## src/rtl/fetch_target_queue_if.sv

```systemverilog
// rtl/fetch_target_queue_if.sv - predictor/fetch/commit bundle for fetch_target_queue
interface fetch_target_queue_if #(
    parameter int PTR_W  = 3,
    parameter int PRED_W = 64
);
    logic                flush_i;
    logic                bpu_valid_i;
    logic                bpu_ready_o;
    logic [31:0]         bpu_pc_i;
    logic [1:0]          bpu_mask_i;
    logic [2*PRED_W-1:0] bpu_pred_i;
    logic                ic_valid_o;
    logic                ic_ready_i;
    logic [31:0]         ic_pc_o;
    logic [1:0]          ic_mask_o;
    logic [PTR_W-1:0]    ic_id_o;
    logic                commit_i;
    logic [PTR_W-1:0]    rd_id_i;
    logic [31:0]         rd_pc_o;
    logic [2*PRED_W-1:0] rd_pred_o;
    logic [PTR_W:0]      count_o;

    modport master (
        output flush_i, bpu_valid_i, bpu_pc_i, bpu_mask_i, bpu_pred_i,
               ic_ready_i, commit_i, rd_id_i,
        input  bpu_ready_o, ic_valid_o, ic_pc_o, ic_mask_o, ic_id_o,
               rd_pc_o, rd_pred_o, count_o
    );

    modport slave (
        input  flush_i, bpu_valid_i, bpu_pc_i, bpu_mask_i, bpu_pred_i,
               ic_ready_i, commit_i, rd_id_i,
        output bpu_ready_o, ic_valid_o, ic_pc_o, ic_mask_o, ic_id_o,
               rd_pc_o, rd_pred_o, count_o
    );
endinterface

```

## src/rtl/fetch_target_queue.sv

```systemverilog
// rtl/fetch_target_queue.sv - in-order fetch target queue between predictor and ICache
module fetch_target_queue #(
    parameter int DEPTH  = 8,
    parameter int PTR_W  = 3,
    parameter int PRED_W = 64
) (
    input  logic               clk,
    input  logic               rst_n,
    fetch_target_queue_if.slave q
);
    localparam logic [PTR_W:0] PTR_ONE  = (PTR_W+1)'(1);
    localparam logic [PTR_W:0] FULL_CNT = (PTR_W+1)'(DEPTH);

    logic [31:0]         pc_mem   [DEPTH];
    logic [1:0]          mask_mem [DEPTH];
    logic [2*PRED_W-1:0] pred_mem [DEPTH];

    logic [PTR_W:0] head_q, head_d;
    logic [PTR_W:0] issue_q, issue_d;
    logic [PTR_W:0] tail_q, tail_d;
    logic [PTR_W:0] count;
    logic           full;
    logic           enq;
    logic           iss;
    logic           cmt;

    // Wrap bit in the MSB makes tail - head the true occupancy even when indices alias.
    assign count = tail_q - head_q;
    assign full  = (count == FULL_CNT);

    assign q.bpu_ready_o = rst_n & ~q.flush_i & ~full;
    assign q.ic_valid_o  = rst_n & ~q.flush_i & (issue_q != tail_q);

    assign enq = q.bpu_valid_i & q.bpu_ready_o;
    assign iss = q.ic_valid_o & q.ic_ready_i;
    assign cmt = q.commit_i & (head_q != issue_q) & ~q.flush_i;

    always_comb begin
        head_d  = head_q;
        issue_d = issue_q;
        tail_d  = tail_q;
        if (q.flush_i) begin
            head_d  = '0;
            issue_d = '0;
            tail_d  = '0;
        end else begin
            if (enq) tail_d  = tail_q + PTR_ONE;
            if (iss) issue_d = issue_q + PTR_ONE;
            if (cmt) head_d  = head_q + PTR_ONE;
        end
    end

    always_ff @(posedge clk) begin
        if (!rst_n) begin
            head_q  <= '0;
            issue_q <= '0;
            tail_q  <= '0;
        end else begin
            head_q  <= head_d;
            issue_q <= issue_d;
            tail_q  <= tail_d;
        end
    end

    // Payload storage is left unreset; pointers alone define which entries are live.
    always_ff @(posedge clk) begin
        if (enq) begin
            pc_mem[tail_q[PTR_W-1:0]]   <= q.bpu_pc_i;
            mask_mem[tail_q[PTR_W-1:0]] <= q.bpu_mask_i;
            pred_mem[tail_q[PTR_W-1:0]] <= q.bpu_pred_i;
        end
    end

    assign q.ic_pc_o   = pc_mem[issue_q[PTR_W-1:0]];
    assign q.ic_mask_o = mask_mem[issue_q[PTR_W-1:0]];
    assign q.ic_id_o   = issue_q[PTR_W-1:0];

    assign q.rd_pc_o   = pc_mem[q.rd_id_i];
    assign q.rd_pred_o = pred_mem[q.rd_id_i];
    assign q.count_o   = count;
endmodule

```

## src/flat_wrapper.sv

```systemverilog
// flat-port wrapper written by rule: the top's interface ports become plain ports
module fetch_target_queue_flat 
#(
    parameter int DEPTH  = 8,
    parameter int PTR_W  = 3,
    parameter int PRED_W = 64
)
  (clk, rst_n, q_flush_i, q_bpu_valid_i, q_bpu_pc_i, q_bpu_mask_i, q_bpu_pred_i, q_ic_ready_i, q_commit_i, q_rd_id_i, q_bpu_ready_o, q_ic_valid_o, q_ic_pc_o, q_ic_mask_o, q_ic_id_o, q_rd_pc_o, q_rd_pred_o, q_count_o);
  fetch_target_queue_if #(.PTR_W(PTR_W), .PRED_W(PRED_W)) q_i ();
  input  logic clk;
  input  logic rst_n;
  input wire logic [$bits(q_i.flush_i)-1:0] q_flush_i;
  input wire logic [$bits(q_i.bpu_valid_i)-1:0] q_bpu_valid_i;
  input wire logic [$bits(q_i.bpu_pc_i)-1:0] q_bpu_pc_i;
  input wire logic [$bits(q_i.bpu_mask_i)-1:0] q_bpu_mask_i;
  input wire logic [$bits(q_i.bpu_pred_i)-1:0] q_bpu_pred_i;
  input wire logic [$bits(q_i.ic_ready_i)-1:0] q_ic_ready_i;
  input wire logic [$bits(q_i.commit_i)-1:0] q_commit_i;
  input wire logic [$bits(q_i.rd_id_i)-1:0] q_rd_id_i;
  output wire logic [$bits(q_i.bpu_ready_o)-1:0] q_bpu_ready_o;
  output wire logic [$bits(q_i.ic_valid_o)-1:0] q_ic_valid_o;
  output wire logic [$bits(q_i.ic_pc_o)-1:0] q_ic_pc_o;
  output wire logic [$bits(q_i.ic_mask_o)-1:0] q_ic_mask_o;
  output wire logic [$bits(q_i.ic_id_o)-1:0] q_ic_id_o;
  output wire logic [$bits(q_i.rd_pc_o)-1:0] q_rd_pc_o;
  output wire logic [$bits(q_i.rd_pred_o)-1:0] q_rd_pred_o;
  output wire logic [$bits(q_i.count_o)-1:0] q_count_o;
  assign q_i.flush_i = q_flush_i;
  assign q_i.bpu_valid_i = q_bpu_valid_i;
  assign q_i.bpu_pc_i = q_bpu_pc_i;
  assign q_i.bpu_mask_i = q_bpu_mask_i;
  assign q_i.bpu_pred_i = q_bpu_pred_i;
  assign q_i.ic_ready_i = q_ic_ready_i;
  assign q_i.commit_i = q_commit_i;
  assign q_i.rd_id_i = q_rd_id_i;
  assign q_bpu_ready_o = q_i.bpu_ready_o;
  assign q_ic_valid_o = q_i.ic_valid_o;
  assign q_ic_pc_o = q_i.ic_pc_o;
  assign q_ic_mask_o = q_i.ic_mask_o;
  assign q_ic_id_o = q_i.ic_id_o;
  assign q_rd_pc_o = q_i.rd_pc_o;
  assign q_rd_pred_o = q_i.rd_pred_o;
  assign q_count_o = q_i.count_o;
  fetch_target_queue #(.DEPTH(DEPTH), .PTR_W(PTR_W), .PRED_W(PRED_W)) u_core (.clk(clk), .rst_n(rst_n), .q(q_i));
endmodule
```

## config.mk

```make
export PLATFORM = sky130hd
export DESIGN_NAME = fetch_target_queue_flat
export DESIGN_NICKNAME = d
export VERILOG_FILES = /design/src/rtl/fetch_target_queue_if.sv /design/src/rtl/fetch_target_queue.sv /design/src/flat_wrapper.sv
export SDC_FILE = /design/constraint.sdc
export NUM_CORES = 1
export LEC_CHECK = 0
export CAP_MARGIN = 20
export CORE_ASPECT_RATIO = 1.5
export CORE_UTILIZATION = 53
export CTS_CLUSTER_DIAMETER = 120
export DETAILED_ROUTE_END_ITERATION = 8
export PLACE_DENSITY = 0.76
export SKIP_CTS_REPAIR_TIMING = 1
export SLEW_MARGIN = 20
export SYNTH_ARGS = -nofsm -noshare
export SYNTH_HDL_FRONTEND = slang
export SYNTH_SLANG_ARGS = --single-unit
```

## constraint.sdc

```tcl
create_clock -name clk -period 22.1 [get_ports clk]
set_input_delay 5.525 -clock clk [delete_from_list [all_inputs] [get_ports clk]]
set_output_delay 5.525 -clock clk [all_outputs]
set_load 0.02 [all_outputs]
```

==> results of run 1 <==
[registers in the layout (all words and copies together) (netlist names), named ones only]
register and cells:
u_core.pred_mem 1024, u_core.pc_mem 256, u_core.head_q 4, u_core.mask_mem 16
u_core.issue_q 4, u_core.tail_q 4
[path summary, 6_finish.rpt]
check                     from  slack [ns]                     end
max               q_rd_id_i[1]        7.40         q_rd_pred_o[40]
min          u_core.issue_q[3]        0.55       u_core.issue_q[3]
max reg2reg   u_core.tail_q[0]       16.73  u_core.pred_mem[3][62]
min reg2reg  u_core.issue_q[3]        0.55       u_core.issue_q[3]
[cell families after synthesis]
family                     synth area share, %
DFF                                      74.39
AOI/OAI and AO/OA                       0.2516
and+or+nand+nor                         0.3988
xor gates and xnor gates                0.2326
muxes                                    22.54
buffers and inverters                    2.003
adders and majority gates               0.1804
[routing by layer]
metal / global-route usage, % / vias up
li1: - / 10140
met1: 27.75 / 12630
met3: 4.754 / 176
met4: 6.663 / 16
met2: 38.72 / 765
met5: 0 / -
[power groups by stage]
stage / logic (uW) / registers [uW] / clock network, uW
5_1_grt: 313 / 2750 / 2130
2_1_floorplan: 165 / 2810 / 0
6_report: 296 / 2750 / 2010
3_3_place_gp: 291 / 2800 / 0
3_5_place_dp: 299 / 2800 / 0
4_1_cts: 300 / 2750 / 2050
[worst max-delay path: cells and delay by family]
family | cells | cell delay, ns
muxes | 2 | 0.74
buffers and inverters | 4 | 2.80
[cell type report]
class                   count  area, um2
fillers                  6442      37170
repair buffers            413       4080
flip-flops and latches   1311      39220
clock buffers             135       2974
diodes                      2      5.005
clock inverters            80      835.8
multi-input cells         663      12500
inverters                  10      37.54
well taps                1287       1610
[through the flow]
step / area [um2] / hold WS (ns) / setup slack (ns)
finish: 61270 / 0.5521 / 7.396
global route: 61270 / 0.5887 / 7.214
CTS: 61260 / 0.5533 / 7.019
detailed placement: 57450 / 0.5390 / 7.046
global placement: 57440 / 0.5379 / 7.167
floorplan: 52720 / 0.5012 / -0.08890
[synthesized netlist by cell type, types with 2 or more instances]
cell type  number
a21oi_1         6
buf_1           8
buf_12         31
buf_2          15
buf_4           4
buf_6           6
clkbuf_1       52
dfxtp_1        15
edfxtp_1     1296
ha_1            6
inv_1           9
mux2_2        194
mux2i_1         2
mux4_1        251
mux4_2        137
nand2_1         7
nand2b_1        3
nand3_1         6
nor2_1          8
nor3_1          4
nor4_1          5
o21ai_0         4
or3_1           4
xnor2_1         6
xor2_1          8
==> key figures, run 1 <==
Yosys
  • Number of synthesized register bits: 1311
  • Synth async-reset ratio: 0%
  • Number of enable-type register cells in the synthesized netlist: 1296
  • Yosys warnings: 0
  • Syn Inst Count: 2100
  • Number of unique standard cell types used by synthesis: 38
  • Summed instance area of the synthesized netlist: 52720 um2
  • Share of synthesized area occupied by flip-flops and latches: 74.39%
  • Synth top area share: 73.82%
  • Cell type with the highest aggregate area in the netlist: edfxtp_1
  • Average cell area after synthesis: 25.10 um2
  • Syn Nets: 2278
  • Main synth FF type: edfxtp_1
  • Synth top area cells: edfxtp_1 74%, mux4_1 13%, mux4_2 5.9%

Clock network
  • H-Tree Depth: 3
  • Clock latency on the worst-skew pair: 0.71 ns
  • Clk root buf: clkbuf_16
  • Total number of clock tree sinks: 1311
  • Total CTS buffers: 115
  • CTS tree: done
  • Largest buffer count on any clock path: 3
  • Clk slew on worst S/H paths: 0.06 ns

Final layout
  • Non-Filler Instances: 3901
  • Layout area overhead: 16.22%
  • Most frequent cells in the layout: 1296 x edfxtp_1, 370 x clkdlybuf4s50_1, 251 x mux4_1
  • Post-layout util: 62.24%
  • Final net count: 2692
  • Commonest non-fill, non-tap cell in the layout: edfxtp_1
  • Share of post-route cells with drive strength above 1: 21.44%

Pwr
  • Total net switching power: 1026 uW
  • Int Power: 4023 uW
  • Clock network fraction of design power: 39.7%
  • Combinational fraction of design power: 5.9%
  • Final Power: 5049 uW
  • Leakage dissipation: 0.01977 uW
  • Sequential group share of total power: 54.4%
  • PwrDens: 82.41 nW/um2
  • Proportion of total power due to net switching: 20.33%
  • Maximum VDD drop: 0.07631 mV

Floorplan
  • Number of top-level design ports: 374
  • Chip height: 388.3 um
  • Effective utilization at floorplan: 53.55%
  • Placeable core region: 98440 um2
  • Standard-cell rows: 141
  • Die area: 100800 um2
  • Horiz. Die Dim: 259.5 um

Timing
  • Achievable clock frequency: 68.01 MHz
  • Final total negative setup slack: 0 ns
  • Unrepaired setup endpoints after global routing: false
  • Count of final hold-check violations: 0
  • Max Slew Vio Count: 0
  • Setup violations, final: 0
  • Worst slew margin: 26.38%
  • Portion of the clock cycle consumed by the worst path in the final layout: 66.53%
  • Final worst path period need: 14.70 ns
  • Final worst clock skew: 0.01696 ns
  • Transition time at the pin with the least slew margin: 1.104 ns

GRT
  • Global-route wire length before repair: 162700 um
  • Vias in the first global route: 25280
  • Total track usage: 22.19%
  • Maximum number of pins on one net before global-route repair: 111
  • Initial antenna violation count: 10
  • Overflow left after global routing: 0

Place
  • Placed Instances: 3684
  • Final estimated routing congestion in global placement: 0.7581
  • Placed wire-length estimate after detailed placement: 61130 um
  • Buffers on Ports: 373

Worst setup path
  • Number of cell instances on the worst register-to-register path: 12
  • Sort of element at the start of the critical path: input pin
  • Slowest cell on the critical path: buf_4
  • Max incr delay on CP: 0.86 ns
  • Worst-path maximum fanout: 110
  • Critical path data required time: 16.58 ns
  • Classification of the worst setup path: input pin to output pin
  • Data arrival time of the critical path: 9.18 ns
  • Sequence of cells on the critical path: buf_8, buf_6, buf_4, mux4_1, mux2_2, clkdlybuf4s50_1
  • Type of element capturing the critical path: output pin

Detailed routing
  • DRC violation count after routing: 0
  • Post-detailed-route wirelength per cell: 28.36 um
  • Vias after detailed routing: 23730
  • Wire length on met2: 58030 um
  • 1st-iter DRT viols: 1582
  • Total Wirelength: 110600 um
  • Wire length on met3: 7229 um
  • Number of nets with antenna violations after routing: 0
  • Top routing layer in use: met5
  • Detailed Routing Iterations Pass 1: 5
  • Routed length on met1: 42590 um
  • Mean number of vias per cell: 6.082

Flow run
  • Max-cap violation count: 0

Min path
  • Worst hold path depth: 1
  • Type of the worst min-delay path: register to register

Outcome
  • Outcome: finished, final reports clean
Power figures use the tool's default switching activity.
==> inputs of run 2 (changes only) <==
Settings changed: CORE_UTILIZATION 53 to 55, PLACE_DENSITY 0.76 to 0.75.
Clock period 22.1 ns to 14.4 ns, I/O delays scaled along.
==> run 2 against run 1 <==
Non-clock buffer count shrank 3. Critical path depth is the same. Via count grew 0.43%. Sequential share of layout area shrank 0.054 points. Count of clock-buffer cells in the layout shrank 3. Worst setup slack lost 3.4 ns. Register-to-register slack lost 7.3 ns. Total power grew 54%. Clock skew grew 0.015 ns. Critical path type unchanged.
==> key figures, run 2 (synthesized netlist as in run 1, its figures left out) <==
Outcome
  • Outcome: finished, final reports clean

Clock network
  • CTS tree: done
  • Largest buffer count on any clock path: 3 (unchanged)
  • Clk slew on worst S/H paths: 0.06 ns (about the same)
  • Clock latency on the worst-skew pair: 0.73 ns (+0.02 ns)
  • H-Tree Depth: 3 (unchanged)
  • Total CTS buffers: 117 (+1.7%)
  • Total number of clock tree sinks: 1311 (unchanged)
  • Clk root buf: clkbuf_16

Pwr
  • Proportion of total power due to net switching: 20.60% (+0.27 points)
  • Combinational fraction of design power: 5.8% (about the same)
  • Clock network fraction of design power: 39.9% (+0.2 points)
  • Maximum VDD drop: 0.1234 mV (+62%)
  • Int Power: 6171 uW (+53%)
  • Leakage dissipation: 0.01978 uW (about the same)
  • Final Power: 7771 uW (+54%)
  • Total net switching power: 1601 uW (+56%)
  • PwrDens: 126.7 nW/um2 (+54%)
  • Sequential group share of total power: 54.3% (about the same)

Place
  • Placed wire-length estimate after detailed placement: 58410 um (-4.4%)
  • Buffers on Ports: 373 (unchanged)
  • Post-DP Area: 57430 um2 (about the same)
  • Final estimated routing congestion in global placement: 0.7508 (-0.96%)
  • Worst Setup Slack post-DPL: 3.982 ns (-3.064 ns)

Timing
  • Portion of the clock cycle consumed by the worst path in the final layout: 72.10%
  • Unrepaired setup endpoints after global routing: false
  • Final worst clock skew: 0.03170 ns (+0.01474 ns)
  • Count of final hold-check violations: 0 (unchanged)
  • Transition time at the pin with the least slew margin: 1.085 ns (-0.01920 ns)
  • Setup violations, final: 0 (unchanged)
  • Final worst path period need: 10.38 ns
  • Max Slew Vio Count: 0 (unchanged)
  • Worst slew margin: 27.66% (+1.3 points)
  • Worst setup margin: 4.018 ns (-3.378 ns)
  • Achievable clock frequency: 96.32 MHz

Worst setup path
  • Sort of element at the start of the critical path: input pin
  • Classification of the worst setup path: input pin to output pin
  • Data arrival time of the critical path: 6.78 ns (-2.40 ns)
  • Slowest cell on the critical path: mux4_1
  • Type of element capturing the critical path: output pin
  • Max incr delay on CP: 0.67 ns (-0.19 ns)
  • Startpoint of the most critical register-to-register path: u_core.tail_q[0]
  • Worst-path maximum fanout: 109 (-0.91%)
  • Sequence of cells on the critical path: buf_8, buf_16, buf_12, mux4_1, mux2_2, clkdlybuf4s50_1
  • Worst setup path startpoint: q_rd_id_i[0]
  • Critical path data required time: 10.80 ns (-5.78 ns)

Detailed routing
  • Number of nets with antenna violations after routing: 0 (unchanged)
  • DRC violation count after routing: 0 (unchanged)
  • 1st-iter DRT viols: 1409 (-11%)
  • Mean number of vias per cell: 6.144 (+1.0%)
  • Post-detailed-route wirelength per cell: 28.14 um (-0.80%)
  • Total Wirelength: 109100 um (-1.4%)
  • Detailed Routing Iterations Pass 1: 5 (unchanged)
  • Vias after detailed routing: 23830 (+0.43%)

Final layout
  • Share of post-route cells with drive strength above 1: 21.72% (+0.28 points)
  • Total area of multi-input combinational cells: 12490 um2 (about the same)
  • FILL cells: 6141 (-4.7%)
  • Flip-flop count of the largest register, all copies and words added: 1024 (unchanged)
  • Layout area overhead: 16.32% (about the same)
  • Commonest non-fill, non-tap cell in the layout: edfxtp_1
  • Design area: 61320 um2 (about the same)
  • Final net count: 2691 (-0.037%)
  • Most frequent cells in the layout: 1296 x edfxtp_1, 370 x clkdlybuf4s50_1, 251 x mux4_1
  • Area taken by flip-flops and latches: 39220 um2 (unchanged)
  • Post-layout util: 64.81% (+2.6 points)

Floorplan
  • Chip height: 381.2 um (-1.8%)
  • Horiz. Die Dim: 254.8 um (-1.8%)
  • Number of top-level design ports: 374 (unchanged)
  • Placeable core region: 94620 um2 (-3.9%)
  • Standard-cell rows: 138 (-2.1%)
  • Effective utilization at floorplan: 55.72% (+2.2 points)
  • Die area: 97120 um2 (-3.6%)

Min path
  • Worst Min Path Start: u_core.issue_q[3]
  • Type of the worst min-delay path: register to register

GRT
  • Initial antenna violation count: 19 (+9)
  • Maximum number of pins on one net before global-route repair: 130 (+17%)
  • Global-route wire length before repair: 160300 um (-1.5%)
  • Total track usage: 22.82% (+0.63 points)
  • Overflow left after global routing: 0 (unchanged)
  • Vias in the first global route: 25340 (+0.25%)

Flow run
  • Max-cap violation count: 0 (unchanged)
run 2: changes by cell type in the layout (fill, tap and decap cells not counted), moves of 4 or more:
cell	previous run	this run
clkinv_1	25	21
clkinvlp_4	6	11
diode_2	2	7
clkinv_2	21	26
clkbuf_1	19	15
buf_12	2	6
buf_4	36	30
inv_16	4	0
run 2: power by group through the flow:
stage               Combinational (uW)  Clock [uW]  Sequential, uW
floorplan                          253           0            4310
global placement                   443           0            4300
detailed placement                 455           0            4300
CTS                                458        3160            4220
global route                       480        3300            4220
finish                             454        3100            4220
run 2: routing by layer:
| metal | wire [um] | up-vias | track usage [%] |
|---|---|---|---|
| li1 | - | 10160 | - |
| met1 | 42050 | 12710 | 28.71 |
| met2 | 55950 | 784 | 38.47 |
| met3 | 8331 | 147 | 5.794 |
| met4 | 2587 | 28 | 7.906 |
| met5 | 203 | - | 0 |
run 2: cell type report:
| type | count | area share [%] |
|---|---|---|
| sequential | 1311 | 63.96 |
| tap | 1260 | 2.571 |
| clock buffer | 132 | 4.866 |
| multi-input combinational | 663 | 20.38 |
| clock inverter | 85 | 1.414 |
| inverter | 10 | 0.06121 |
| timing repair buffer | 410 | 6.719 |
| antenna | 7 | 0.02857 |
run 2: worst paths after layout:
path | end | slack, ns | cells after the start
worst max register to register | u_core.pred_mem[7][6] | 9.39 | 11
worst max-delay path | q_rd_pred_o[84] | 4.02 | 6
worst min register to register | u_core.issue_q[3] | 0.56 | 1
worst min-delay path | u_core.issue_q[3] | 0.56 | 1
run 2: stage by stage:
stage | TNS (ns) | std cells | hold slack, ns
2_1_floorplan | -5216.21 | 2100 | 0.5012
3_3_place_gp | 0 | 3653 | 0.5339
3_5_place_dp | 0 | 3653 | 0.5354
4_1_cts | 0 | 3870 | 0.5496
5_1_grt | 0 | 3876 | 0.5766
6_report | 0 | 3878 | 0.5577
run 2: critical path, delay by kind of cell:
family | cells | cell delay, ns
buffers and inverters | 4 | 1.83
muxes | 2 | 0.95
